### src/rtl/alu_console.sv
// Single-step ALU console: a debounced step button walks operand A, operand B/opcode,
// execute and show phases. Optional accumulate mode is enabled by ALU_CONSOLE_ACC_EN.
module alu_console #(
  parameter int WIDTH      = 8,
  parameter int DEB_CYCLES = 1000000
) (
  input  logic        clk,
  input  logic        rst,
  input  logic [15:0] sw,
  input  logic        btn_step,
  output logic [15:0] led
);

  localparam int CNT_W = $clog2(DEB_CYCLES + 1);
  localparam logic [CNT_W-1:0] DEB_MAX = CNT_W'(DEB_CYCLES);
  localparam logic [CNT_W-1:0] DEB_PRE = CNT_W'(DEB_CYCLES - 1);

  typedef enum logic [1:0] {S_A, S_B, S_EXEC, S_SHOW} state_t;

  state_t             state_q, state_d;
  logic               btn_meta_q, btn_sync_q;
  logic [CNT_W-1:0]   deb_cnt_q, deb_cnt_d;
  logic               step;
  logic [WIDTH-1:0]   reg_a_q, reg_a_d;
  logic [WIDTH-1:0]   reg_b_q, reg_b_d;
  logic [3:0]         reg_op_q, reg_op_d;
  logic [WIDTH-1:0]   result_q, result_d;
  logic [3:0]         flags_q, flags_d;
  logic [WIDTH-1:0]   op_a;
  logic [WIDTH:0]     sum_w, diff_w;
  logic [WIDTH-1:0]   alu_res;
  logic               alu_c, alu_v;
  logic [3:0]         state_oh;
  logic [7:0]         led_data;
  logic               unused_sw;

  // Only the operand, opcode and accumulate bits matter; the rest are deliberately ignored.
  assign unused_sw = ^sw;

  // Step fires on the cycle the count is about to reach DEB_CYCLES; saturation blocks repeats.
  assign step = btn_sync_q && (deb_cnt_q == DEB_PRE);

  always_comb begin
    if (!btn_sync_q)
      deb_cnt_d = '0;
    else if (deb_cnt_q != DEB_MAX)
      deb_cnt_d = deb_cnt_q + CNT_W'(1);
    else
      deb_cnt_d = deb_cnt_q;
  end

`ifdef ALU_CONSOLE_ACC_EN
  logic acc_sel_q, acc_sel_d;
  assign op_a = acc_sel_q ? result_q : reg_a_q;
`else
  assign op_a = reg_a_q;
`endif

  assign sum_w  = {1'b0, op_a} + {1'b0, reg_b_q};
  assign diff_w = {1'b0, op_a} - {1'b0, reg_b_q};

  // NOTE: every output of a combinational block gets a default first so no latch is inferred.
  always_comb begin
    alu_res = '0;
    alu_c   = 1'b0;
    alu_v   = 1'b0;
    case (reg_op_q)
      4'd0: begin
        alu_res = sum_w[WIDTH-1:0];
        alu_c   = sum_w[WIDTH];
        alu_v   = (op_a[WIDTH-1] == reg_b_q[WIDTH-1]) && (sum_w[WIDTH-1] != op_a[WIDTH-1]);
      end
      4'd1: begin
        alu_res = diff_w[WIDTH-1:0];
        alu_c   = diff_w[WIDTH];
        alu_v   = (op_a[WIDTH-1] != reg_b_q[WIDTH-1]) && (diff_w[WIDTH-1] != op_a[WIDTH-1]);
      end
      4'd2: alu_res = op_a & reg_b_q;
      4'd3: alu_res = op_a | reg_b_q;
      4'd4: alu_res = op_a ^ reg_b_q;
      4'd5: alu_res = ~op_a;
      4'd6: begin
        alu_res = {op_a[WIDTH-2:0], 1'b0};
        alu_c   = op_a[WIDTH-1];
      end
      4'd7: begin
        alu_res = {1'b0, op_a[WIDTH-1:1]};
        alu_c   = op_a[0];
      end
      4'd8:    alu_res = reg_b_q;
      default: alu_res = '0;
    endcase
  end

  always_comb begin
    state_d  = state_q;
    reg_a_d  = reg_a_q;
    reg_b_d  = reg_b_q;
    reg_op_d = reg_op_q;
    result_d = result_q;
    flags_d  = flags_q;
`ifdef ALU_CONSOLE_ACC_EN
    acc_sel_d = acc_sel_q;
`endif
    case (state_q)
      S_A: if (step) begin
        reg_a_d = sw[WIDTH-1:0];
        state_d = S_B;
      end
      S_B: if (step) begin
        reg_b_d  = sw[WIDTH-1:0];
        reg_op_d = sw[11:8];
`ifdef ALU_CONSOLE_ACC_EN
        acc_sel_d = sw[15];
`endif
        state_d  = S_EXEC;
      end
      S_EXEC: begin
        result_d = alu_res;
        flags_d  = {alu_c, (alu_res == '0), alu_res[WIDTH-1], alu_v};
        state_d  = S_SHOW;
      end
      S_SHOW: if (step) state_d = S_A;
      default: state_d = S_A;
    endcase
  end

  // NOTE: sequential state uses non-blocking assignments, and every register, including the
  // synchroniser and debounce counter, is cleared by reset so a reset mid-execute commits nothing.
  always_ff @(posedge clk) begin
    if (rst) begin
      state_q    <= S_A;
      btn_meta_q <= 1'b0;
      btn_sync_q <= 1'b0;
      deb_cnt_q  <= '0;
      reg_a_q    <= '0;
      reg_b_q    <= '0;
      reg_op_q   <= '0;
      result_q   <= '0;
      flags_q    <= '0;
`ifdef ALU_CONSOLE_ACC_EN
      acc_sel_q  <= 1'b0;
`endif
    end else begin
      state_q    <= state_d;
      btn_meta_q <= btn_step;
      btn_sync_q <= btn_meta_q;
      deb_cnt_q  <= deb_cnt_d;
      reg_a_q    <= reg_a_d;
      reg_b_q    <= reg_b_d;
      reg_op_q   <= reg_op_d;
      result_q   <= result_d;
      flags_q    <= flags_d;
`ifdef ALU_CONSOLE_ACC_EN
      acc_sel_q  <= acc_sel_d;
`endif
    end
  end

  always_comb begin
    led_data = '0;
    led_data[WIDTH-1:0] = (state_q == S_SHOW) ? result_q : sw[WIDTH-1:0];
    case (state_q)
      S_A:     state_oh = 4'b0001;
      S_B:     state_oh = 4'b0010;
      S_EXEC:  state_oh = 4'b0100;
      S_SHOW:  state_oh = 4'b1000;
      default: state_oh = 4'b0000;
    endcase
    led = {flags_q, state_oh, led_data};
  end

endmodule

### config.mk
export PLATFORM = sky130hd
export DESIGN_NAME = alu_console
export DESIGN_NICKNAME = d
export VERILOG_FILES = /design/src/rtl/alu_console.sv
export SDC_FILE = /design/constraint.sdc
export NUM_CORES = 1
export LEC_CHECK = 0
export CAP_MARGIN = 20
export CORE_MARGIN = 1.5
export CORE_UTILIZATION = 60
export DETAILED_ROUTE_END_ITERATION = 8
export PLACE_DENSITY = 0.83
export REMOVE_ABC_BUFFERS = 1
export SLEW_MARGIN = 20
export SYNTH_ARGS = -nofsm -noshare
export SYNTH_HDL_FRONTEND = slang
export SYNTH_SLANG_ARGS = --single-unit
### constraint.sdc
create_clock -name clk -period 6 [get_ports clk]
set_input_delay 1.8 -clock clk [delete_from_list [all_inputs] [get_ports clk]]
set_output_delay 1.8 -clock clk [all_outputs]
set_load 0.02 [all_outputs]
==> impl_metrics.env <==
export IMPL_critPathTopFamily="buffers and inverters"
export IMPL_drt_pass1_iter_count=5
export IMPL_clk_latency_ns=0.30
export IMPL_synth_cell_types=66
export IMPL_crit_path_max_incr_delay_ns=0.60
export IMPL_synth_avg_cell_area_um2=8.176
export IMPL_synth_largest_area_cell="dfxtp_1"
export IMPL_grt_max_degree=37
export IMPL_syn_area_um2=3900
export IMPL_startpoint="sw[3]"
export IMPL_setup_ws_ns=1.091
export IMPL_worst_ep_required_time_ns=4.20
export IMPL_postCtsSetupBuffers=0
export IMPL_grt_pass1_wl_mm=15.97
export IMPL_die_x_um=83.62
export IMPL_rsz0062_at_grt="no"
export IMPL_die_area_um2=6992
export IMPL_fmax_ghz=0.2037
export IMPL_numCtsBuffers=5
export IMPL_dp_cells=559
export IMPL_nets=541
export IMPL_max_cap_violations=0
export IMPL_cts_hold_buf=0
export IMPL_max_slew_margin_rel_pct=37.26
export IMPL_gr_total_overflow=0
export IMPL_synth_ff_latch_count=55
export IMPL_routed_wl_mm=9.593
export IMPL_cts_repair_resized=0
export IMPL_finalSetupViolCount=0
export IMPL_dpl_hpwl_mm=7.029
export IMPL_crit_type="input port to output port"
export IMPL_drc=0
export IMPL_instances_no_fill=567
export IMPL_cts_tree="built"
export IMPL_worst_path_buf_inv=2
export IMPL_cp_common_cell="clkdlybuf4s50_1"
export IMPL_gp_congestion=0.9129
export IMPL_synth_edf_count=0
export IMPL_status="finished, final reports clean"
export IMPL_grt_pass1_vias=3392
export IMPL_fin_tns_setup_ns=0
export IMPL_diodes=0
export IMPL_regArea_um2=1101
export IMPL_clockBufferDepth=2
export IMPL_viasPerCell=6.282
export IMPL_syn_inst=477
export IMPL_cts_max_level=2
export IMPL_synthArstFlopShare_pct=0
export IMPL_cp_slowest_cell="clkdlybuf4s50_1"
export IMPL_worst_slew_pin_slew_ns=0.9398
export IMPL_crit_chain="clkdlybuf4s50_1 > mux2_2 > clkdlybuf4s50_1"
export IMPL_drive_gt1_share_pct=5.510
export IMPL_final_util_pct=68.55
export IMPL_core_area_um2=6314
export IMPL_ant_nets=0
export IMPL_num_rows=29
export IMPL_drt_iter0_drc=321
export IMPL_fillers=528
export IMPL_synthToLayoutAreaGrowth_pct=10.97
export IMPL_arrival_ns=3.11
export IMPL_fin_crit_sh_pct=81.82
export IMPL_pre_cts_ws_ns=1.099
export IMPL_root_buffer="clkbuf_8"
export IMPL_hold_violations=0
export IMPL_p_total_w=0.0007068
export IMPL_cts_sinks=55
export IMPL_vias=3562
export IMPL_vdd_ir_drop_worst_v=0.0002024
export IMPL_die_h_um=83.62
export IMPL_wl_per_cell_um=16.92
export IMPL_grt_total_usage_pct=27.62
export IMPL_ios=35
export IMPL_worstPathMaxFanout=3
export IMPL_end_kind="output port"
export IMPL_fin_crit_ns=4.909
export IMPL_grt_antenna_before_repair=0
export IMPL_multi_input_area_um2=2532
export IMPL_port_buffers=30
export IMPL_clk_pin_slew_ns=0.09
export IMPL_ys_warn_count=0
export IMPL_leakage_nw=1.664
export IMPL_r2r_start="op_a[0]"
export IMPL_hold_start="btn_meta_q"
export IMPL_slew_violations=0
export IMPL_synthFlopType="dfxtp_1"
export IMPL_start_util_pct=61.77
export IMPL_skew_ns=0.008663
export IMPL_pwr_density_cell_nw_per_um2=163.3
export IMPL_synth_seq_area_share_pct=28.23
export IMPL_startpoint_type="input port"
export IMPL_hold_path_class="flop to flop"
export IMPL_synth_area_leaders="dfxtp_1 (28%), ha_1 (9.9%), mux2i_1 (7.4%)"
export IMPL_synth_top_area_share_pct=28.23
==> power breakdown <==
| group | internal [W] | switching, W |
|---|---|---|
| Clock | 0.000167 | 0.000113 |
| Sequential | 0.000368 | 0.00000245 |
| Combinational | 0.0000283 | 0.0000286 |
==> worst register-to-register path, delay by kind of cell (launching register included) <==
kind,cells,cell delay [ns]
simple gates,4,1.10
flops,1,0.47
compound gates,3,1.01
fa+ha+maj,2,0.45
buf+inv,2,0.21
==> per-stage QoR <==
stage          hold WS [ns]  area [um2]
2_1_floorplan        0.4138        3760
3_3_place_gp         0.4173        4194
3_5_place_dp         0.4277        4194
4_1_cts              0.4495        4327
5_1_grt              0.4671        4328
6_report             0.4470        4328
==> cell usage after synthesis, drive strengths merged, types with 2 or more instances <==
master / n
nand2: 15
xnor2: 7
o21bai: 3
a311oi: 4
a21o: 6
o22ai: 6
mux2: 8
mux2i: 29
and3: 9
nor2b: 10
inv: 34
o21ai: 12
o311a: 3
nor2: 70
a2bb2oi: 2
nand3: 16
and4b: 2
fa: 2
o32ai: 2
o221ai: 2
or3: 5
a221o: 3
nor3: 9
buf: 11
xor2: 11
clkbuf: 19
dfxtp: 55
a31oi: 7
o211ai: 2
nand2b: 11
a21oi: 21
a2111oi: 4
nor4b: 2
or2: 2
nand4: 3
ha: 31
nand3b: 3
nor4: 6
a211oi: 11
nor3b: 2
==> cell families (layout without fill, tap and decap cells) <==
group           after synthesis  after routing  synth area share [%]
mux                          37             37                 9.753
flops                        55             55                 28.23
xor+xnor                     18             18                 4.042
simple gates                171            171                 22.27
buf+inv                      64             77                 6.865
compound gates               99             99                 17.87
fa+ha+maj                    33             33                 10.97
==> path summary, 6_finish.rpt <==
kind	slack (ns)	cells past startpoint	to
max	1.09	3	led[3]
min reg2reg	0.45	1	btn_sync_q
max reg2reg	2.66	11	flags_q[2]
min	0.45	1	btn_sync_q
==> state kept, by name (all words and copies together), names as in the netlist <==
name / cells
btn_sync_q: 1
btn_meta_q: 1
op_a: 8
deb_cnt_q: 20
reg_b_q: 8
reg_op_q: 4
state_q: 2
result_q: 7
flags_q: 4
==> routing by layer <==
metal / track usage (%) / vias to the layer above / part of all wire [%]
li1: - / 1713 / -
met5: 0 / - / 0
met1: 35.80 / 1682 / 44
met3: 4.748 / 25 / 6.4
met2: 46.63 / 142 / 47
met4: 9.091 / 0 / 2.1
==> layout make-up <==
type / instances / area share, %
Tap cell: 77 / 2.226
Clock buffer: 6 / 1.677
Multi-Input combinational cell: 358 / 58.51
Sequential cell: 55 / 25.44
Timing Repair Buffer: 35 / 7.806
Clock inverter: 2 / 1.388
Inverter: 34 / 2.949
==> placed cells by master (no fill, tap or decap), types with 11 or more instances in the layout <==
cell	synthesis	routed
a211oi_1	11	11
a21oi_1	21	21
clkdlybuf4s50_1	0	30
dfxtp_1	55	55
ha_1	31	31
inv_1	32	32
mux2i_1	29	29
nand2_1	15	15
nand3_1	16	16
nor2_1	70	70
xor2_1	11	11
Note: power is estimated with default switching activity, not from simulation.
